==> src/rtl/mux_sel_arbiter.sv <==
// Round-robin arbiter that drives an 8:1 mux select, with a grant hold timer.
// Optional feature: define MUX_SEL_LOCK_EN to add the lock input, which holds a grant across ack.
module mux_sel_arbiter #(
  parameter int unsigned TIMEOUT = 15
) (
  input  logic       clk,
  input  logic       rst_n,
  input  logic [7:0] req,
  input  logic       ack,
`ifdef MUX_SEL_LOCK_EN
  input  logic       lock,
`endif
  output logic [2:0] sel,
  output logic       valid,
  output logic       timeout
);

  typedef enum logic {
    IDLE  = 1'b0,
    GRANT = 1'b1
  } state_t;

  localparam logic [7:0] CNT_LAST = 8'(TIMEOUT - 1);

  state_t     state, state_d;
  logic [2:0] ptr, ptr_d;
  logic [7:0] cnt, cnt_d;
  logic [2:0] sel_d;
  logic       valid_d, timeout_d;
  logic       lock_hold;
  logic [2:0] pick;
  logic       hit;

`ifdef MUX_SEL_LOCK_EN
  assign lock_hold = lock;
`else
  assign lock_hold = 1'b0;
`endif

  // First requester at or above ptr, wrapping 7->0.
  always_comb begin
    pick = ptr;
    hit  = 1'b0;
    for (int i = 0; i < 8; i++) begin
      if (!hit && req[ptr + 3'(i)]) begin
        pick = ptr + 3'(i);
        hit  = 1'b1;
      end
    end
  end

  always_comb begin
    // NOTE: every signal gets a default before the case so no path leaves one unassigned (no latches).
    state_d   = state;
    sel_d     = sel;
    valid_d   = valid;
    timeout_d = 1'b0;
    ptr_d     = ptr;
    cnt_d     = cnt;
    unique case (state)
      IDLE: begin
        valid_d = 1'b0;
        if (req != 8'd0) begin
          sel_d   = pick;
          valid_d = 1'b1;
          cnt_d   = 8'd0;
          state_d = GRANT;
        end
      end
      GRANT: begin
        // Priority: ack beats the timer, and the timer beats a dropped request.
        if (ack && lock_hold) begin
          cnt_d = 8'd0;
        end else if (ack) begin
          ptr_d   = sel + 3'd1;
          valid_d = 1'b0;
          state_d = IDLE;
        end else if (cnt == CNT_LAST) begin
          ptr_d     = sel + 3'd1;
          valid_d   = 1'b0;
          timeout_d = 1'b1;
          state_d   = IDLE;
        end else if (!req[sel]) begin
          ptr_d   = sel + 3'd1;
          valid_d = 1'b0;
          state_d = IDLE;
        end else begin
          cnt_d = cnt + 8'd1;
        end
      end
      default: state_d = IDLE;
    endcase
  end

  // NOTE: sequential state uses non-blocking assignments so every register samples pre-edge values.
  always_ff @(posedge clk or negedge rst_n) begin
    if (!rst_n) begin
      state   <= IDLE;
      sel     <= 3'd0;
      valid   <= 1'b0;
      timeout <= 1'b0;
      ptr     <= 3'd0;
      cnt     <= 8'd0;
    end else begin
      state   <= state_d;
      sel     <= sel_d;
      valid   <= valid_d;
      timeout <= timeout_d;
      ptr     <= ptr_d;
      cnt     <= cnt_d;
    end
  end

endmodule

==> config.mk <==
export PLATFORM = sky130hd
export DESIGN_NAME = mux_sel_arbiter
export DESIGN_NICKNAME = d
export VERILOG_FILES = /design/src/rtl/mux_sel_arbiter.sv
export SDC_FILE = /design/constraint.sdc
export NUM_CORES = 1
export LEC_CHECK = 0
export CAP_MARGIN = 20
export CORE_AREA = 2 2 71 73
export CTS_CLUSTER_DIAMETER = 50
export DETAILED_ROUTE_END_ITERATION = 8
export DIE_AREA = 0 0 73 75
export GPL_TIMING_DRIVEN = 0
export SLEW_MARGIN = 20
export SYNTH_ARGS = -nofsm -noshare
export SYNTH_HDL_FRONTEND = slang
export SYNTH_SLANG_ARGS = --single-unit
export TNS_END_PERCENT = 1
==> constraint.sdc <==
create_clock -name clk -period 3.93 [get_ports clk]
set_input_delay 1.179 -clock clk [delete_from_list [all_inputs] [get_ports clk]]
set_output_delay 1.179 -clock clk [all_outputs]
set_load 0.02 [all_outputs]
## Yosys cells after proc, flatten, opt, wreduce, memory -nomap -nowiden

Index checks and enable logic that the tools add are counted.

- Flip-flop bits (word level): 17
- Latch bits: 0
- Bits in writable memories: 0
- ROM bits: 0
- Input port bits: 11
- Logic and storage cells: 102
- Memories: 0

- $add $sub $neg: 9
- $mul: 0
- Div/mod/pow operators: 0
- Order comparisons: 9
- Equal/unequal tests: 7
- Shifts and indexed selects: 0
- Muxes and demuxes: 52
- Bitwise operators: 1
- Reduce and logical (&&, ||, !) cells: 18

Operator list:

| cell | number |
|---|---|
| $lt A3 B4 Y1 const B | 9 |
| $mux W8 | 4 |
| $mux W3 | 10 |
| $bmux W1 S3 | 9 |
| $mux W1 | 26 |
| $pmux W8 S2 | 1 |
| $add A3 B3 Y3 const B | 4 |
| $add A8 B1 Y8 const B | 1 |
| $eq A8 B4 Y1 const B | 1 |
| $reduce_bool A8 Y1 | 1 |
| $logic_and A1 B1 Y1 | 7 |
| $logic_not A1 Y1 | 7 |
| $add A3 B1 Y3 const B | 2 |
| $add A3 B2 Y3 const B | 2 |
| $ne A2 B2 Y1 const B | 3 |
| $ne A4 B4 Y1 const B | 1 |
| $pmux W1 S2 | 2 |
| $reduce_and A2 Y1 | 2 |
| $reduce_and A4 Y1 | 1 |
| $ne A3 B3 Y1 const B | 1 |
| $ne A2 B1 Y1 const B | 1 |
| $not A1 Y1 | 1 |

## Depth between registers and ports, before layout

- Word-level depth: 24
- Depth in mapped cells: 12

## Worst setup path before layout

Ideal clock, no wire load.

- Kind: input to register
- Start point: in req[3]
- End point: reg sel[1]
- Arrival: 2.971 ns
- Data required time: 3.838 ns
- Slack: 0.867 ns
- Cell stages on the path: 8
- Buffers on the path: 1
- Cells stage by stage: clkbuf_1 > mux4_2 > mux2_2 > a2bb2oi_2 > nor3_4 > nand4_1 > o31a_1 > o31ai_2

- Word-level cells in the longest chain between the ends: 24

RTL lines:

| element | RTL line | source |
|---|---|---|
| from (decl) | 8 | `input logic [7:0] req,` |
| $bmux W1 S3 | 45 | `if (!hit && req[ptr + 3'(i)]) begin` |
| $mux W1 (not written as such) | 45 |  |
| $mux W1 | 45 |  |
| $logic_not A1 Y1 | 45 |  |
| $logic_and A1 B1 Y1 | 45 |  |
| $mux W1 | 45 |  |
| $logic_not A1 Y1 | 45 |  |
| $logic_and A1 B1 Y1 | 45 |  |
| [... 8 more ...] | n/a |  |
| $logic_and A1 B1 Y1 | 45 |  |
| $mux W1 | 45 |  |
| $logic_not A1 Y1 | 45 |  |
| $logic_and A1 B1 Y1 | 45 |  |
| $mux W1 | 45 |  |
| $logic_not A1 Y1 | 45 |  |
| $logic_and A1 B1 Y1 | 45 |  |
| $mux W3 | 45 |  |
| to (signal assigned) | 106 | `sel <= sel_d;` |
| to (decl) | 13 | `output logic [2:0] sel,` |

Parallel ways exist; a longest one is shown, timed or not. The select of a mux whose other input is x is not followed.
A chain may end at the register's enable or synchronous reset.

## Final worst setup path

- Start point: in req[5]
- End point: reg sel[1]

Same word-level chain as after synthesis.

==> run metrics <==
routed length per instance=16.7 um; Reg clk slew, reported paths=60 ps; Buffers on Ports=11; VDD IR-drop max=444 uV; Std-Cell Core Area=4660 um^2; portion of the post-synthesis area used by sequential elements=23.0%; number of distinct library cells after synthesis=56; synthesized instance count=204; LEAKAGE=0.831 nW; Post-synth EDFFs=0; global router's overall resource usage=18.6%; placement-stage worst setup slack=261 ps; slowest stage cell, crit path=clkdlybuf4s50_1; number of vias in the routed layout=1655; final WL=4.55 mm; Synth Net Count=220; number of design-rule violations left by the first detailed-router iteration=79; worst-margin pin slew=747 ps; outcome=finished, final reports clean; count of endpoints failing hold in the final timing report=0; final worst slack=489 ps; number of sinks on the clock net=17; number of iterations in the first detailed-routing pass=4; synthesized area=1850 um^2; Post-Synthesis Mean Instance Area=9.07 um^2; setup repair after global routing missed its margin=no; chain of cells forming the critical path=clkdlybuf4s50_1 > mux2i_1 > mux4_2 > or4_1 > a21oi_1 > a21oi_1 > o211a_1 > o31ai_2; full die area=5480 um^2; async set-reset flop share out of synthesis=100%; setup total negative slack=0 ps; count of synthesis-stage warnings from yosys=0; sum of met3 wire segment lengths after detailed routing=187 um; core occupancy in the finished layout=44.5%; ports placed on the boundary=16; pins over their slew limit=0; Period Utilization, post-route=87.6%; shortest period the worst path allows=3440 ps; sum of overflow across all layers after global routing=0; #FFs+latches synth=17; Total Power=0.00187 W; Max stage delay on crit path=660 ps; critical path capture point type=flip-flop; proportion of layout cells with a drive suffix above 1=13.7%; Resized Gates After CTS=0; antenna diode count=0; total of fill cells in the finished design=466; TritonCTS buffer count=3; Hold Crit Class=reg -> reg; global-route wire length before repair=7.84 mm; Die X-Extent=73 um; Post CTS Setup Buffer Count=0; CP Data Arrival Time=3600 ps; Main synth FF type=dfrtp_1; maximum root-to-sink buffer count=2; Nets=236; Slew headroom=50.1%; post-route ant nets=0; crit path kind=in -> reg; DRC violation count after routing=0; MaxCap Viol Count=0; highest routed layer=met4; clock latency reported for the late side of the worst-skew pair=250 ps; most frequent cell on the critical path=a21oi_1; cell area power density=903 nW/um^2; routed length on met2=2.23 mm; DPL Wire Length=3.46 mm; CTS tree=built; largest net degree at the start of global routing=18; number of global-route vias before repair=1596; vertical extent of the die=75 um; critical path fanouts, max=9; final setup violating endpoints=0; clock skew=4.55 ps; synth-to-layout area growth=12.0%; initial antenna violation count=0; CTS Root Cell=clkbuf_8; standard-cell row count=25; type of origin of the critical path=input port; routability congestion estimate=0.850; number of H-tree levels=1; worst endpoint required time=4090 ps; starting density of the core=39.7%; average via count per standard cell=6.06; fmax=291 MHz; M1 WL=2.05 mm; number of hold-repair buffers added at the cts stage=0
-- final cells by class --
| class | instances | area [um^2] | share of cell area (%) |
|---|---|---|---|
| plain buffers | 12 | 88.8 | 4.28 |
| clock buffers | 4 | 45.0 | 2.17 |
| inverters | 8 | 30.0 | 1.45 |
| multi-input cells | 167 | 1310 | 63.0 |
| flip-flops and latches | 17 | 425 | 20.5 |
| well taps | 54 | 67.6 | 3.26 |
| repair buffers | 11 | 110 | 5.31 |
-- per-layer routing --
metal | up-vias | global-route usage (%)
li1 | 804 | -
met1 | 799 | 25.1
met2 | 43 | 31.3
met3 | 9 | 1.61
met4 | 0 | 6.38
met5 | - | 0
-- synth_stat cells, types with 7 or more instances --
cell type | n | area (um^2)
mux2i_1 | 11 | 110
nand3_1 | 8 | 40.0
dfrtp_1 | 17 | 425
nor3_1 | 9 | 45.0
inv_1 | 7 | 26.3
a21oi_1 | 8 | 40.0
nor2_1 | 12 | 45.0
mux4_2 | 9 | 203
o21ai_0 | 12 | 60.1
nand2_1 | 24 | 90.1
-- cell families (layout without fill, tap and decap cells) --
logic type	Yosys count	count (layout)	share of synthesized area, %
flops	17	17	23.0
xor+xnor	6	6	2.84
mux	29	29	24.8
fa+ha+maj	5	5	3.38
buf+inv	20	35	6.42
simple gates	82	82	22.9
compound gates	45	45	16.6
-- sequential cells by signal, summed over array words and instances, names as in the netlist --
| register | cells |
|---|---|
| cnt | 8 |
| ptr | 3 |
| sel | 3 |
| state | 1 |
| timeout | 1 |
| valid | 1 |
-- placed cells by master (no fill, tap or decap), types with 3 or more instances in the layout --
master,n
nand2_1,24
dfrtp_1,17
nor2_1,12
o21ai_0,12
mux2i_1,11
clkdlybuf4s50_1,11
mux4_2,9
nor3_1,9
a21oi_1,8
nand3_1,8
inv_1,7
clkbuf_1,6
or3_1,5
mux2_2,5
and3_1,5
ha_1,5
xnor2_1,4
a31oi_1,4
nand2b_1,3
mux4_1,3
o22ai_1,3
clkbuf_8,3
-- per-stage QoR --
stage	cell area, um^2	hold slack (ps)	std cells
CTS	2070	494	273
global route	2070	539	273
finish	2070	485	273
detailed placement	2030	472	269
floorplan	1850	522	204
global placement	2030	465	269
-- power breakdown --
| part | switching [W] | total, W | internal, W | leakage (nW) |
|---|---|---|---|---|
| clock network | 0.0000561 | 0.000128 | 0.0000719 | 0.0228 |
| registers | 0.0000610 | 0.000289 | 0.000228 | 0.219 |
| logic | 0.000779 | 0.00146 | 0.000677 | 0.589 |
| total | 0.000896 | 0.00187 | 0.000976 | 0.831 |
-- path summary, 6_finish.rpt --
path	cells past startpoint	startpoint	slack, ps	to
worst max-delay path	8	req[5]	490	sel[1]
worst min-delay path	2	valid	490	valid
worst max register to register	11	ptr[1]	630	sel[1]
worst min register to register	2	valid	490	valid
max in group asynchronous	1	rst_n	2090	ptr[2]
min in group asynchronous	1	rst_n	1370	cnt[0]
-- critical path, delay by kind of cell --
family	cells	cell delay (ps)
AO/OA/AOI/OAI	4	550
buffers and inverters	1	660
multiplexers	2	780
AND/OR/NAND/NOR	1	410
(Power assumes the default switching activity.)
